### config.mk
export PLATFORM = sky130hd
export DESIGN_NAME = mii_rx_mac
export DESIGN_NICKNAME = d
export VERILOG_FILES = /design/src/rtl/verilog_ethernet_pack.sv /design/src/rtl/eth_crc32_d8.sv /design/src/rtl/mii_rx_mac.sv
export SDC_FILE = /design/constraint.sdc
export NUM_CORES = 1
export LEC_CHECK = 0
export BUFFER_PORTS_ARGS = -buffer_cell sky130_fd_sc_hd__clkbuf_2
export CAP_MARGIN = 20
export CORE_MARGIN = 8
export CORE_UTILIZATION = 55
export DETAILED_ROUTE_END_ITERATION = 16
export GPL_TIMING_DRIVEN = 0
export PLACE_DENSITY_LB_ADDON = 0.25
export SYNTH_ARGS = -nofsm -noshare
export SYNTH_HDL_FRONTEND = slang
export SYNTH_SLANG_ARGS = --single-unit
### constraint.sdc
create_clock -name i_clock -period 4.2 [get_ports i_clock]
set_input_delay 0.21 -clock i_clock [delete_from_list [all_inputs] [get_ports i_clock]]
set_output_delay 0.21 -clock i_clock [all_outputs]
set_load 0.01 [all_outputs]
### src/rtl/verilog_ethernet_pack.sv
// Shared Ethernet types and constants: octet type, CRC-32 constants, MII nibble codes, RX FSM states.
`default_nettype none

package verilog_ethernet_pack;

  typedef logic [7:0] octet_t;

  localparam logic [31:0] ETH_CRC32_POLY      = 32'hEDB88320;
  localparam logic [31:0] ETH_CRC32_RESIDUE   = 32'hDEBB20E3;
  localparam logic [3:0]  ETH_PREAMBLE_NIBBLE = 4'h5;
  localparam logic [3:0]  ETH_SFD_NIBBLE      = 4'hD;

  typedef enum logic [1:0] {
    RX_IDLE     = 2'd0,
    RX_PREAMBLE = 2'd1,
    RX_BODY     = 2'd2,
    RX_DROP     = 2'd3
  } mii_rx_state_t;

endpackage

`default_nettype wire

### src/rtl/eth_crc32_d8.sv
// Combinational reflected CRC-32 update over one byte, LSB first (shared with the TX path).
`default_nettype none

module eth_crc32_d8
  import verilog_ethernet_pack::*;
(
  input  logic [31:0] crc_i,
  input  octet_t      data_i,
  output logic [31:0] crc_o
);

  always_comb begin
    crc_o = crc_i;
    for (int i = 0; i < 8; i++) begin
      if (crc_o[0] ^ data_i[i]) crc_o = (crc_o >> 1) ^ ETH_CRC32_POLY;
      else                      crc_o = crc_o >> 1;
    end
  end

endmodule

`default_nettype wire

### src/rtl/mii_rx_mac.sv
// MII receive MAC front end: preamble/SFD strip, nibble-to-byte assembly, FCS check and strip.
// Optional frame statistics counters are enabled by defining MII_RX_MAC_STATS_EN.
`default_nettype none

module mii_rx_mac
  import verilog_ethernet_pack::*;
#(
  parameter int MIN_FRAME_BYTES = 64,
  parameter int MAX_FRAME_BYTES = 1518
) (
  input  logic        i_clock,
  input  logic        i_reset_n,
  input  logic [3:0]  i_rx_d,
  input  logic        i_rx_dv,
  input  logic        i_rx_er,
  output octet_t      o_data,
  output logic        o_valid,
  output logic        o_last,
  output logic        o_user,
  output logic        o_frame_good,
  output logic        o_frame_bad
`ifdef MII_RX_MAC_STATS_EN
  ,
  output logic [31:0] o_good_count,
  output logic [31:0] o_bad_count,
  output logic [31:0] o_drop_count
`endif
);

  localparam logic [15:0] c_min_len = 16'(MIN_FRAME_BYTES);
  localparam logic [15:0] c_max_len = 16'(MAX_FRAME_BYTES);

  mii_rx_state_t state_q, state_d;
  logic          nib_hi_q, nib_hi_d;
  logic [3:0]    low_nib_q, low_nib_d;
  octet_t        line_q [5];
  octet_t        line_d [5];
  logic [2:0]    line_cnt_q, line_cnt_d;
  logic [31:0]   crc_q, crc_d;
  logic [15:0]   cnt_q, cnt_d;
  logic          er_q, er_d;
  octet_t        data_q, data_d;
  logic          valid_q, valid_d, last_q, last_d, user_q, user_d;
  logic          good_q, good_d, bad_q, bad_d;
  logic          pend_q, pend_d, pend_user_q, pend_user_d;
  octet_t        pend_data_q, pend_data_d;

  octet_t        byte_w;
  logic [31:0]   crc_next;
  logic          frame_err;

  assign byte_w    = {i_rx_d, low_nib_q};
  assign frame_err = (crc_q != ETH_CRC32_RESIDUE) | er_q | nib_hi_q | (cnt_q < c_min_len);

  eth_crc32_d8 u_crc (
    .crc_i  (crc_q),
    .data_i (byte_w),
    .crc_o  (crc_next)
  );

  always_comb begin
    state_d     = state_q;
    nib_hi_d    = nib_hi_q;
    low_nib_d   = low_nib_q;
    line_d      = line_q;
    line_cnt_d  = line_cnt_q;
    crc_d       = crc_q;
    cnt_d       = cnt_q;
    er_d        = er_q;
    data_d      = data_q;
    valid_d     = 1'b0;
    last_d      = 1'b0;
    user_d      = 1'b0;
    good_d      = 1'b0;
    bad_d       = 1'b0;
    pend_d      = 1'b0;
    pend_data_d = pend_data_q;
    pend_user_d = pend_user_q;

    // End-of-frame beat deferred one cycle so it never abuts the final completion beat.
    if (pend_q) begin
      valid_d = 1'b1;
      data_d  = pend_data_q;
      last_d  = 1'b1;
      user_d  = pend_user_q;
      good_d  = ~pend_user_q;
      bad_d   = pend_user_q;
    end

    case (state_q)
      RX_IDLE: begin
        if (i_rx_dv) state_d = (i_rx_d == ETH_PREAMBLE_NIBBLE) ? RX_PREAMBLE : RX_DROP;
      end
      RX_PREAMBLE: begin
        if (!i_rx_dv)                          state_d = RX_IDLE;
        else if (i_rx_er)                      state_d = RX_DROP;
        else if (i_rx_d == ETH_SFD_NIBBLE) begin
          state_d    = RX_BODY;
          crc_d      = '1;
          cnt_d      = '0;
          line_cnt_d = '0;
          er_d       = 1'b0;
          nib_hi_d   = 1'b0;
        end
        else if (i_rx_d != ETH_PREAMBLE_NIBBLE) state_d = RX_DROP;
      end
      RX_BODY: begin
        if (!i_rx_dv) begin
          state_d = RX_IDLE;
          if (line_cnt_q == 3'd5) begin
            if (valid_q) begin
              pend_d      = 1'b1;
              pend_data_d = line_q[4];
              pend_user_d = frame_err;
            end else begin
              valid_d = 1'b1;
              data_d  = line_q[4];
              last_d  = 1'b1;
              user_d  = frame_err;
              good_d  = ~frame_err;
              bad_d   = frame_err;
            end
          end else begin
            bad_d = 1'b1;
          end
        end else begin
          if (i_rx_er) er_d = 1'b1;
          if (!nib_hi_q) begin
            low_nib_d = i_rx_d;
            nib_hi_d  = 1'b1;
          end else begin
            nib_hi_d  = 1'b0;
            crc_d     = crc_next;
            cnt_d     = (cnt_q == 16'hFFFF) ? cnt_q : cnt_q + 16'd1;
            line_d[0] = byte_w;
            for (int i = 1; i < 5; i++) line_d[i] = line_q[i-1];
            if (line_cnt_q == 3'd5) begin
              valid_d = 1'b1;
              data_d  = line_q[4];
            end else begin
              line_cnt_d = line_cnt_q + 3'd1;
            end
            if (cnt_q == c_max_len) begin
              last_d  = 1'b1;
              user_d  = 1'b1;
              bad_d   = 1'b1;
              state_d = RX_DROP;
            end
          end
        end
      end
      RX_DROP: begin
        if (!i_rx_dv) state_d = RX_IDLE;
      end
      default: state_d = RX_IDLE;
    endcase
  end

  always_ff @(posedge i_clock or negedge i_reset_n) begin
    if (!i_reset_n) begin
      state_q     <= RX_IDLE;
      nib_hi_q    <= 1'b0;
      low_nib_q   <= '0;
      for (int i = 0; i < 5; i++) line_q[i] <= '0;
      line_cnt_q  <= '0;
      crc_q       <= '1;
      cnt_q       <= '0;
      er_q        <= 1'b0;
      data_q      <= '0;
      valid_q     <= 1'b0;
      last_q      <= 1'b0;
      user_q      <= 1'b0;
      good_q      <= 1'b0;
      bad_q       <= 1'b0;
      pend_q      <= 1'b0;
      pend_data_q <= '0;
      pend_user_q <= 1'b0;
    end else begin
      state_q     <= state_d;
      nib_hi_q    <= nib_hi_d;
      low_nib_q   <= low_nib_d;
      line_q      <= line_d;
      line_cnt_q  <= line_cnt_d;
      crc_q       <= crc_d;
      cnt_q       <= cnt_d;
      er_q        <= er_d;
      data_q      <= data_d;
      valid_q     <= valid_d;
      last_q      <= last_d;
      user_q      <= user_d;
      good_q      <= good_d;
      bad_q       <= bad_d;
      pend_q      <= pend_d;
      pend_data_q <= pend_data_d;
      pend_user_q <= pend_user_d;
    end
  end

  assign o_data       = data_q;
  assign o_valid      = valid_q;
  assign o_last       = last_q;
  assign o_user       = user_q;
  assign o_frame_good = good_q;
  assign o_frame_bad  = bad_q;

`ifdef MII_RX_MAC_STATS_EN
  logic        drop_evt;
  logic [31:0] good_cnt_q, bad_cnt_q, drop_cnt_q;

  assign drop_evt = ((state_q == RX_IDLE) || (state_q == RX_PREAMBLE)) && (state_d == RX_DROP);

  always_ff @(posedge i_clock or negedge i_reset_n) begin
    if (!i_reset_n) begin
      good_cnt_q <= '0;
      bad_cnt_q  <= '0;
      drop_cnt_q <= '0;
    end else begin
      if (good_q)   good_cnt_q <= good_cnt_q + 32'd1;
      if (bad_q)    bad_cnt_q  <= bad_cnt_q + 32'd1;
      if (drop_evt) drop_cnt_q <= drop_cnt_q + 32'd1;
    end
  end

  assign o_good_count = good_cnt_q;
  assign o_bad_count  = bad_cnt_q;
  assign o_drop_count = drop_cnt_q;
`endif

endmodule

`default_nettype wire

==> results.yml, run 1 <==
global_route:
  grt_usage_pct: 19.46
  antenna_found_initial: 0
  overflow: 0
  grt_max_degree: 71
  grt_pass1_wl_um: 22020
  grt_pass1_vias: 4383
yosys:
  synth_edf_count: 0
  postSynthAreaPerCell_um2: 10.23
  async_reset_ff_share_pct: 100.0
  syn-instance-count: 579
  ys_ff_latch: 122
  ys_seq_area_share_pct: 52.22
  synth_warnings: 0
  yosys.cell_types.count: 49
  synth_top_flop_cell: "dfrtp_1"
  synth_fp_nets: 591
  netlist_area_mm2: 0.005923
min_path:
  min_to: "line_q[37]"
  min_from: "i_rx_d[1]"
  whs_path_depth: 3
  hold_path_class: "primary input to flip-flop"
die:
  dieArea_mm2: 0.01435
  die_w_um: 119.8
  initial_core_util_pct: 55.62
  core_mm2: 0.01065
  num_rows: 38
  die_h_um: 119.8
  num_io_pins: 21
place:
  gp_congestion: 0.8918
  dp_slack_ps: 1855
  portBuffers: 20
  hpwl_um: 8897
worst_setup_path:
  r2r_cells: 7
  critPathLaunchType: "flip-flop"
  path_cells: "nor2b_1, clkbuf_1, and3_1, buf_2, clkbuf_1, buf_1, a21oi_1"
  crit_fanout: 10
  critPathSlowestCell: "dfrtp_1"
  worstPathRequired_ps: 4640
  r2r_end: "crc_q[17]"
  max_stage_delay_ps: 470
  worstSetupPathType: "flip-flop to flip-flop"
  worstPathArrival_ps: 2860
  endpoint_kind: "flip-flop"
  path_common_cell: "clkbuf_1"
  reg2reg_setup_slack_ps: 1780
  rr_startpoint: "state_q[1]"
cts:
  cts-root-buf: "clkbuf_8"
  cts-buffers-inserted: 17
  cts_resized: 0
  clk_pin_slew_ps: 60
  cts_max_level: 4
  cts_tree: "done"
  cts_max_path_buffers: 2
  clock_latency_ps: 530
  cts.sinks: 122
detailed_routing:
  drt_iter0_drc: 437
  vias: 4302
  dr.pass1.iters: 6
  wire_per_inst_um: 16.94
  drc: 0
  drt-total-wl_um: 13130
  via_per_inst: 5.551
  postRouteAntennaNets: 0
timing:
  rsz0062_at_grt: "no"
  hold_viol_final: 0
  finalCritPeriodShare_pct: 57.62
  period_minus_slack_ps: 2420
  maxSlewHeadroom_pct: 56.22
  finClkSkew_ps: 7.643
  slew_viol_final: 0
  layout_setup_ws_ps: 1780
  setup_tns_ps: 0
  fmax_ghz: 0.4132
  finalSetupViolCount: 0
  tightest_slew_ps: 656.7
cells_and_area:
  drive_above_1_share_pct: 17.80
  fin_nets: 634
  n_antenna_cell: 0
  area_growth_pct: 16.22
pwr:
  power_density_mw_per_mm2: 889.4
  p_leak_uw: 0.003088
  peakVddDrop_uv: 812.4
run_status:
  outcome: "completed"
job:
  drv_cap: 0
==> worst max-delay path by stage <==
| stage | slack [ps] | endpoint | from | cells after the start |
|---|---|---|---|---|
| after global placement | 1180 | line_q[37] | i_reset_n | 1 |
| after detailed placement | 1860 | crc_q[15] | state_q[1] | 7 |
| after CTS | 1830 | crc_q[16] | state_q[1] | 7 |
| after floorplan | 2320 | cnt_q[11] | state_q[1] | 6 |
| after global routing | 1530 | o_data[5] | state_q[1] | 6 |
| final | 1780 | crc_q[17] | state_q[1] | 7 |
==> routing by layer <==
layer / share of wire, % / vias to the layer above / GRT usage (%)
li1: - / 2057 / -
met1: 46 / 2142 / 24.75
met2: 48 / 85 / 30.81
met3: 4.6 / 18 / 6.200
met4: 1.4 / 0 / 6.714
met5: 0 / - / 0
==> where the power goes <==
part	leakage [uW]	internal [uW]	total, uW	switching (uW)
Clock	0.000306	1020	1520	500
Combinational	0.00126	1230	2590	1360
Sequential	0.00152	1660	2010	356
Total	0.00309	3910	6120	2210
==> flip-flops by register name, indices dropped and copies added, names as in the netlist, 2 cells and up <==
register,count
crc_q,32
low_nib_q,4
state_q,2
cnt_q,16
o_data,8
line_cnt_q,3
line_q,40
pend_data_q,8
==> layout by cell type, fill, tap and decap left out, types with 4 or more instances in the layout <==
cell type  count
o21ai_0       14
nand4b_1       6
mux2i_1        8
or4_1          5
xor2_1        22
a31oi_1        6
ha_1           4
xnor2_1       39
clkbuf_1      24
xnor2_2       10
bufinv_16      4
inv_1          4
dfrtp_1       90
mux2_2        11
nor3_1         7
and3_1         5
o22a_1        12
o31ai_1        5
clkbuf_2      19
a21oi_1       30
nor4_1         7
nand4_1        4
nand3_1        9
nand2_1      144
mux2_1         4
clkbuf_8       6
nor2_1        37
clkbuf_16     16
and2_1         4
dfstp_2       32
==> synthesized netlist by cell type (5+ instances only) <==
library cell / instances / area (um2)
clkbuf_1: 21 / 78.83
nor2_1: 37 / 138.9
mux2_2: 11 / 123.9
dfstp_2: 32 / 840.8
dfrtp_1: 90 / 2252
nand3_1: 9 / 45.04
nand2_1: 144 / 540.5
a21oi_1: 30 / 150.1
nand4b_1: 6 / 52.55
and3_1: 5 / 31.28
mux2i_1: 8 / 80.08
nor3_1: 7 / 35.03
a31oi_1: 6 / 37.54
xnor2_2: 10 / 162.7
o22a_1: 12 / 105.1
xnor2_1: 39 / 341.6
o21ai_0: 14 / 70.07
xor2_1: 22 / 192.7
or4_1: 5 / 37.54
o31ai_1: 5 / 37.54
nor4_1: 7 / 43.79
==> logic make-up (layout without fill, tap and decap cells) <==
| group | Yosys count | after routing | synth area share, % |
|---|---|---|---|
| simple gates | 249 | 249 | 19.31 |
| flops | 122 | 122 | 52.22 |
| compound gates | 75 | 75 | 7.837 |
| fa+ha+maj | 4 | 4 | 0.8450 |
| xor+xnor | 76 | 76 | 13.62 |
| mux | 23 | 23 | 4.204 |
| buf+inv | 30 | 86 | 1.964 |
==> through the flow <==
| stage | utilization, % | total power (uW) | instances | cell area (um2) | hold WS [ps] |
|---|---|---|---|---|---|
| final | 64.64 | 6122 | 775 | 6884 | 22.70 |
| after global routing | 64.64 | 6469 | 775 | 6884 | 23.62 |
| after CTS | 64.64 | 6135 | 775 | 6884 | 4.473 |
| after detailed placement | 58.54 | 4555 | 740 | 6235 | 195.3 |
| after global placement | 58.20 | 4484 | 739 | 6198 | 448.0 |
| after floorplan | - | 4050 | 579 | 5923 | -85.59 |
==> cell type report <==
cell class              count  area, um2
plain buffers              26      101.3
clock buffers              24      480.5
clock inverters             8      138.9
fillers                   839       3766
inverters                   4      15.01
multi-input cells         427       2714
flip-flops and latches    122       3093
well taps                 140      175.2
repair buffers             24      166.4
==> timing repair <==
item,in CTS,in global routing
hold buffers,3,0
buffers inserted,0,0
hold endpoints to repair,54,0
==> worst max-delay path, delay by kind of cell (launching register included) <==
| family | cells | cell delay [ps] |
|---|---|---|
| buf+inv | 4 | 1350 |
| flops | 1 | 470 |
| simple gates | 2 | 370 |
| compound gates | 1 | 140 |
(Power assumes the default switching activity.)
==> run 2, diff against run 1 <==
clock period = 2.48 ns   (was 4.2 ns; I/O delays follow)
==> results.yml, run 2 (synthesis gave the netlist of run 1 again) <==
run_status:
  outcome: "completed"
global_route:
  grt_pass1_vias: 4410
  grt_pass1_wl_um: 22110
  grt_max_degree: 71
  antenna_found_initial: 0
  overflow: 0
  grt_usage_pct: 19.53
cts:
  cts.sinks: 122
  cts-root-buf: "clkbuf_8"
  cts_max_path_buffers: 2
  cts-buffers-inserted: 17
  cts_setup_buffers: 0
  cts_max_level: 4
  cts_tree: "done"
  clk_pin_slew_ps: 60
  clock_latency_ps: 530
detailed_routing:
  dr.pass1.iters: 5
  drt-total-wl_um: 13190
  drt_iter0_drc: 389
  postRouteAntennaNets: 0
  via_per_inst: 5.566
  drc: 0
  vias: 4336
  wire_per_inst_um: 16.93
pwr:
  p_int_uw: 6629
  p_sw_uw: 3751
  clkPwrFrac_pct: 24.9
  peakVddDrop_uv: 1376
  p_leak_uw: 0.003118
  p_seq_share_pct: 32.8
  power_switching_share_pct: 36.13
  combPwrFrac_pct: 42.3
  power_density_mw_per_mm2: 1498
worst_setup_path:
  crit_fanout: 10
  r2r_end: "crc_q[17]"
  r2r_cells: 7
  endpoint_kind: "flip-flop"
  worstSetupPathType: "flip-flop to flip-flop"
  worstPathRequired_ps: 2930
  worstPathArrival_ps: 2730
  rr_startpoint: "state_q[1]"
  critPathLaunchType: "flip-flop"
  reg2reg_setup_slack_ps: 200
timing:
  fmax_ghz: 0.4378
  maxSlewHeadroom_pct: 56.18
  period_minus_slack_ps: 2284
  hold_viol_final: 0
  slew_viol_final: 0
  finClkSkew_ps: 7.581
  finalCritPeriodShare_pct: 92.09
  tightest_slew_ps: 657.3
  finalSetupViolCount: 0
  rsz0062_at_grt: "no"
  setup_tns_ps: 0
die:
  core_mm2: 0.01065
  die_w_um: 119.8
  num_io_pins: 21
  num_rows: 38
  die_h_um: 119.8
  dieArea_mm2: 0.01435
  initial_core_util_pct: 55.62
cells_and_area:
  final_common_cell: "nand2_1"
  fin_nets: 638
  largest_register_ffs: 40
  fill_cells: 831
  area_growth_pct: 17.00
  drive_above_1_share_pct: 18.31
  top_register: "line_q"
  final_cell_mix: "nand2_1, dfrtp_1, xnor2_1, nor2_1, dfstp_2"
  design_area_mm2: 0.006930
  largestRegisters: "line_q: 40 flops, crc_q: 32 flops, cnt_q: 16 flops"
  n_antenna_cell: 0
job:
  drv_cap: 0
place:
  portBuffers: 20
  gp_congestion: 0.8918
  dpl_cell_area_mm2: 0.006235
  hpwl_um: 8897
min_path:
  hold_path_class: "primary input to async pin"
-- run 2: cell count changes in the layout (fill, tap and decap cells not counted), sizes merged --
cell / change
dlygate4sd3: +4
clkbuf: +2
buf: -2
-- run 2: stage by stage --
stage	hold WS, ps	util (%)	total power (uW)	instances	worst slack (ps)
floorplan	-171.6	-	6859	579	597.5
global placement	441.8	58.20	7594	739	-458.0
detailed placement	109.3	58.54	7714	740	135.3
CTS	106.8	65.01	10390	779	113.2
global route	149.5	65.07	10960	779	60.19
finish	107.7	65.07	10380	779	196.1
-- run 2: critical path: stages (launching register included) --
cell and delay (ps):
dfrtp_1 480, nor2b_1 170, clkbuf_1 350, and3_1 200, buf_2 180, clkbuf_1 390
clkbuf_2 320, a21oi_1 110
-- run 2: how the worst max path moves through the flow --
| stage | start | end | slack [ps] | cells past startpoint |
|---|---|---|---|---|
| after global placement | i_reset_n | line_q[37] | -460 | 1 |
| after floorplan | state_q[1] | cnt_q[11] | 600 | 6 |
| after detailed placement | state_q[1] | crc_q[15] | 140 | 7 |
| after global routing | state_q[1] | pend_data_q[2] | 60 | 7 |
| after CTS | state_q[1] | crc_q[16] | 110 | 7 |
| final | state_q[1] | crc_q[17] | 200 | 7 |
-- run 2: final cells by class --
class	count	area [um2]	area share, %
sequential	122	3093	44.63
multi-input combinational	427	2716	39.19
clock buffer	24	480.5	6.933
timing repair buffer	28	206.4	2.979
tap	140	175.2	2.528
clock inverter	8	138.9	2.004
buffer	26	105.1	1.517
inverter	4	15.01	0.2166
-- run 2: power by group through the flow --
stage                     sequential (uW)  combinational (uW)  clock (uW)
after CTS                            3390                4380        2620
after detailed placement             3410                4300           0
after floorplan                      3230                3630           0
final                                3410                4390        2580
after global routing                 3470                4780        2710
after global placement               3380                4210           0
-- run 2: per-layer routing --
metal  global-route usage (%)  wire length (um)  vias up
met5                        0                 0        -
met4                    6.714               168        0
met3                    6.200               634       14
met2                    31.02              6373       95
met1                    24.78              6010     2167
li1                         -                 -     2060
-- run 2: what timing repair did --
action | 4_1_cts | 5_1_grt
hold endpoints to repair | 131 | 0
hold buffers | 7 | 0
resized for setup | 0 | 5
endpoints found under the setup margin | 0 | 25
==> run 3, diff against run 2 <==
CTS_BUF_LIST = sky130_fd_sc_hd__clkbuf_8   (was unset)
==> results.yml, run 3 (synthesis gave the netlist of run 1 again) <==
cells_and_area:
  final_common_cell: "nand2_1"
  fill_cells: 882
  fin_nets: 634
  largest_register_ffs: 40
  n_antenna_cell: 0
  regArea_mm2: 0.003093
  final_cell_mix: "nand2_1, dfrtp_1, xnor2_1, nor2_1, dfstp_2"
  area_growth_pct: 13.29
  drive_above_1_share_pct: 18.43
  top_register: "line_q"
  largestRegisters: "line_q: 40 flops, crc_q: 32 flops, cnt_q: 16 flops"
  multi_input_area_mm2: 0.002716
  layout.cells.non_filler: 775
global_route:
  grt_max_degree: 71
  grt_usage_pct: 19.10
  overflow: 0
  grt_pass1_vias: 4312
  antenna_found_initial: 0
  grt_pass1_wl_um: 21800
timing:
  slew_viol_final: 0
  finalCritPeriodShare_pct: 90.89
  rsz0062_at_grt: "no"
  fmax_ghz: 0.4436
  period_minus_slack_ps: 2254
  tightest_slew_ps: 633.3
  hold_viol_final: 0
  finClkSkew_ps: 11.01
  maxSlewHeadroom_pct: 57.78
  fin_hold_ws_ps: 46.99
  finalSetupViolCount: 0
detailed_routing:
  wire_per_inst_um: 16.54
  postRouteAntennaNets: 0
  drt_iter0_drc: 427
  drt-total-wl_um: 12820
  drc: 0
  dr.pass1.iters: 4
  via_per_inst: 5.493
  vias: 4257
die:
  dieArea_mm2: 0.01435
  num_rows: 38
  die_w_um: 119.8
  die_h_um: 119.8
  num_io_pins: 21
  initial_core_util_pct: 55.62
  core_mm2: 0.01065
worst_setup_path:
  crit_fanout: 10
  critPathLaunchType: "flip-flop"
  endpoint_kind: "flip-flop"
  worstPathArrival_ps: 2610
  r2r_end: "crc_q[14]"
  worstPathRequired_ps: 2830
  rr_startpoint: "state_q[1]"
  reg2reg_setup_slack_ps: 230
  r2r_cells: 6
  worstSetupPathType: "flip-flop to flip-flop"
pwr:
  p_sw_uw: 3631
  combPwrFrac_pct: 45.0
  power_switching_share_pct: 37.41
  clkPwrFrac_pct: 20.0
  p_int_uw: 6074
  peakVddDrop_uv: 1511
  power_density_mw_per_mm2: 1446
  p_leak_uw: 0.003029
  p_seq_share_pct: 35.0
  power.total_uw: 9705
cts:
  clock_latency_ps: 430
  cts_tree: "done"
  cts_setup_buffers: 0
  clk_pin_slew_ps: 70
  cts_max_path_buffers: 2
  cts.sinks: 122
  cts-buffers-inserted: 17
  cts_max_level: 4
  cts-root-buf: "clkbuf_8"
run_status:
  outcome: "completed"
place:
  hpwl_um: 8897
  place_inst: 740
  gp_congestion: 0.8918
  portBuffers: 20
min_path:
  min_from: "i_rx_d[1]"
  hold_path_class: "primary input to flip-flop"
  min_to: "line_q[37]"
  whs_path_depth: 3
job:
  drv_cap: 0
run 3: cell types whose count changed in the layout (fill, tap and decap cells not counted), sizes merged:
| cell | previous run | this run |
|---|---|---|
| dlygate4sd3 | 7 | 3 |
| inv | 4 | 7 |
| clkbuf | 67 | 64 |
run 3: what timing repair did:
item                                    CTS  global route
endpoints found under the setup margin    0            25
hold endpoints to repair                 54             0
resized for setup                         0             5
hold buffers                              3             0
run 3: cell type report:
cell class	count	share of cell area [%]
inverters	4	0.2238
clock buffers	21	4.307
plain buffers	26	1.566
multi-input cells	427	40.48
clock inverters	11	2.238
repair buffers	24	2.480
well taps	140	2.610
flip-flops and latches	122	46.09
run 3: power by group through the flow:
stage	registers, uW	logic [uW]	clock network (uW)
3_3_place_gp	3380	4210	0
2_1_floorplan	3230	3630	0
3_5_place_dp	3410	4300	0
6_report	3400	4360	1940
5_1_grt	3470	4770	2070
4_1_cts	3390	4370	1980
run 3: per-stage QoR:
stage	utilization, %	setup slack (ps)	cell area (um2)	TNS, ps
after floorplan	-	597.5	5923	0
after global routing	63.01	51.03	6710	0
after detailed placement	58.54	135.3	6235	0
final	63.01	225.9	6710	0
after CTS	62.95	107.2	6704	0
after global placement	58.20	-458.0	6198	-40760
run 3: worst max-delay path by stage:
stage | start | endpoint | slack [ps] | cells after the start
floorplan | state_q[1] | cnt_q[11] | 600 | 6
global placement | i_reset_n | line_q[37] | -460 | 1
detailed placement | state_q[1] | crc_q[15] | 140 | 7
CTS | state_q[1] | crc_q[16] | 110 | 7
global route | state_q[1] | pend_data_q[2] | 50 | 7
finish | state_q[1] | crc_q[14] | 230 | 6
run 3: worst max-delay path: stages, from the launching register on:
cell and delay, ps:
dfrtp_1 460, nand4bb_1 390, o21ai_2 320, clkbuf_1 450, clkbuf_2 350, nor2_1 70
a21oi_1 130
run 3: layer usage:
layer / global-route usage (%) / share of wire (%)
met1: 24.52 / 46
met2: 30.74 / 48
met3: 5.026 / 4.1
met4: 6.635 / 1.8
met5: 0 / 0
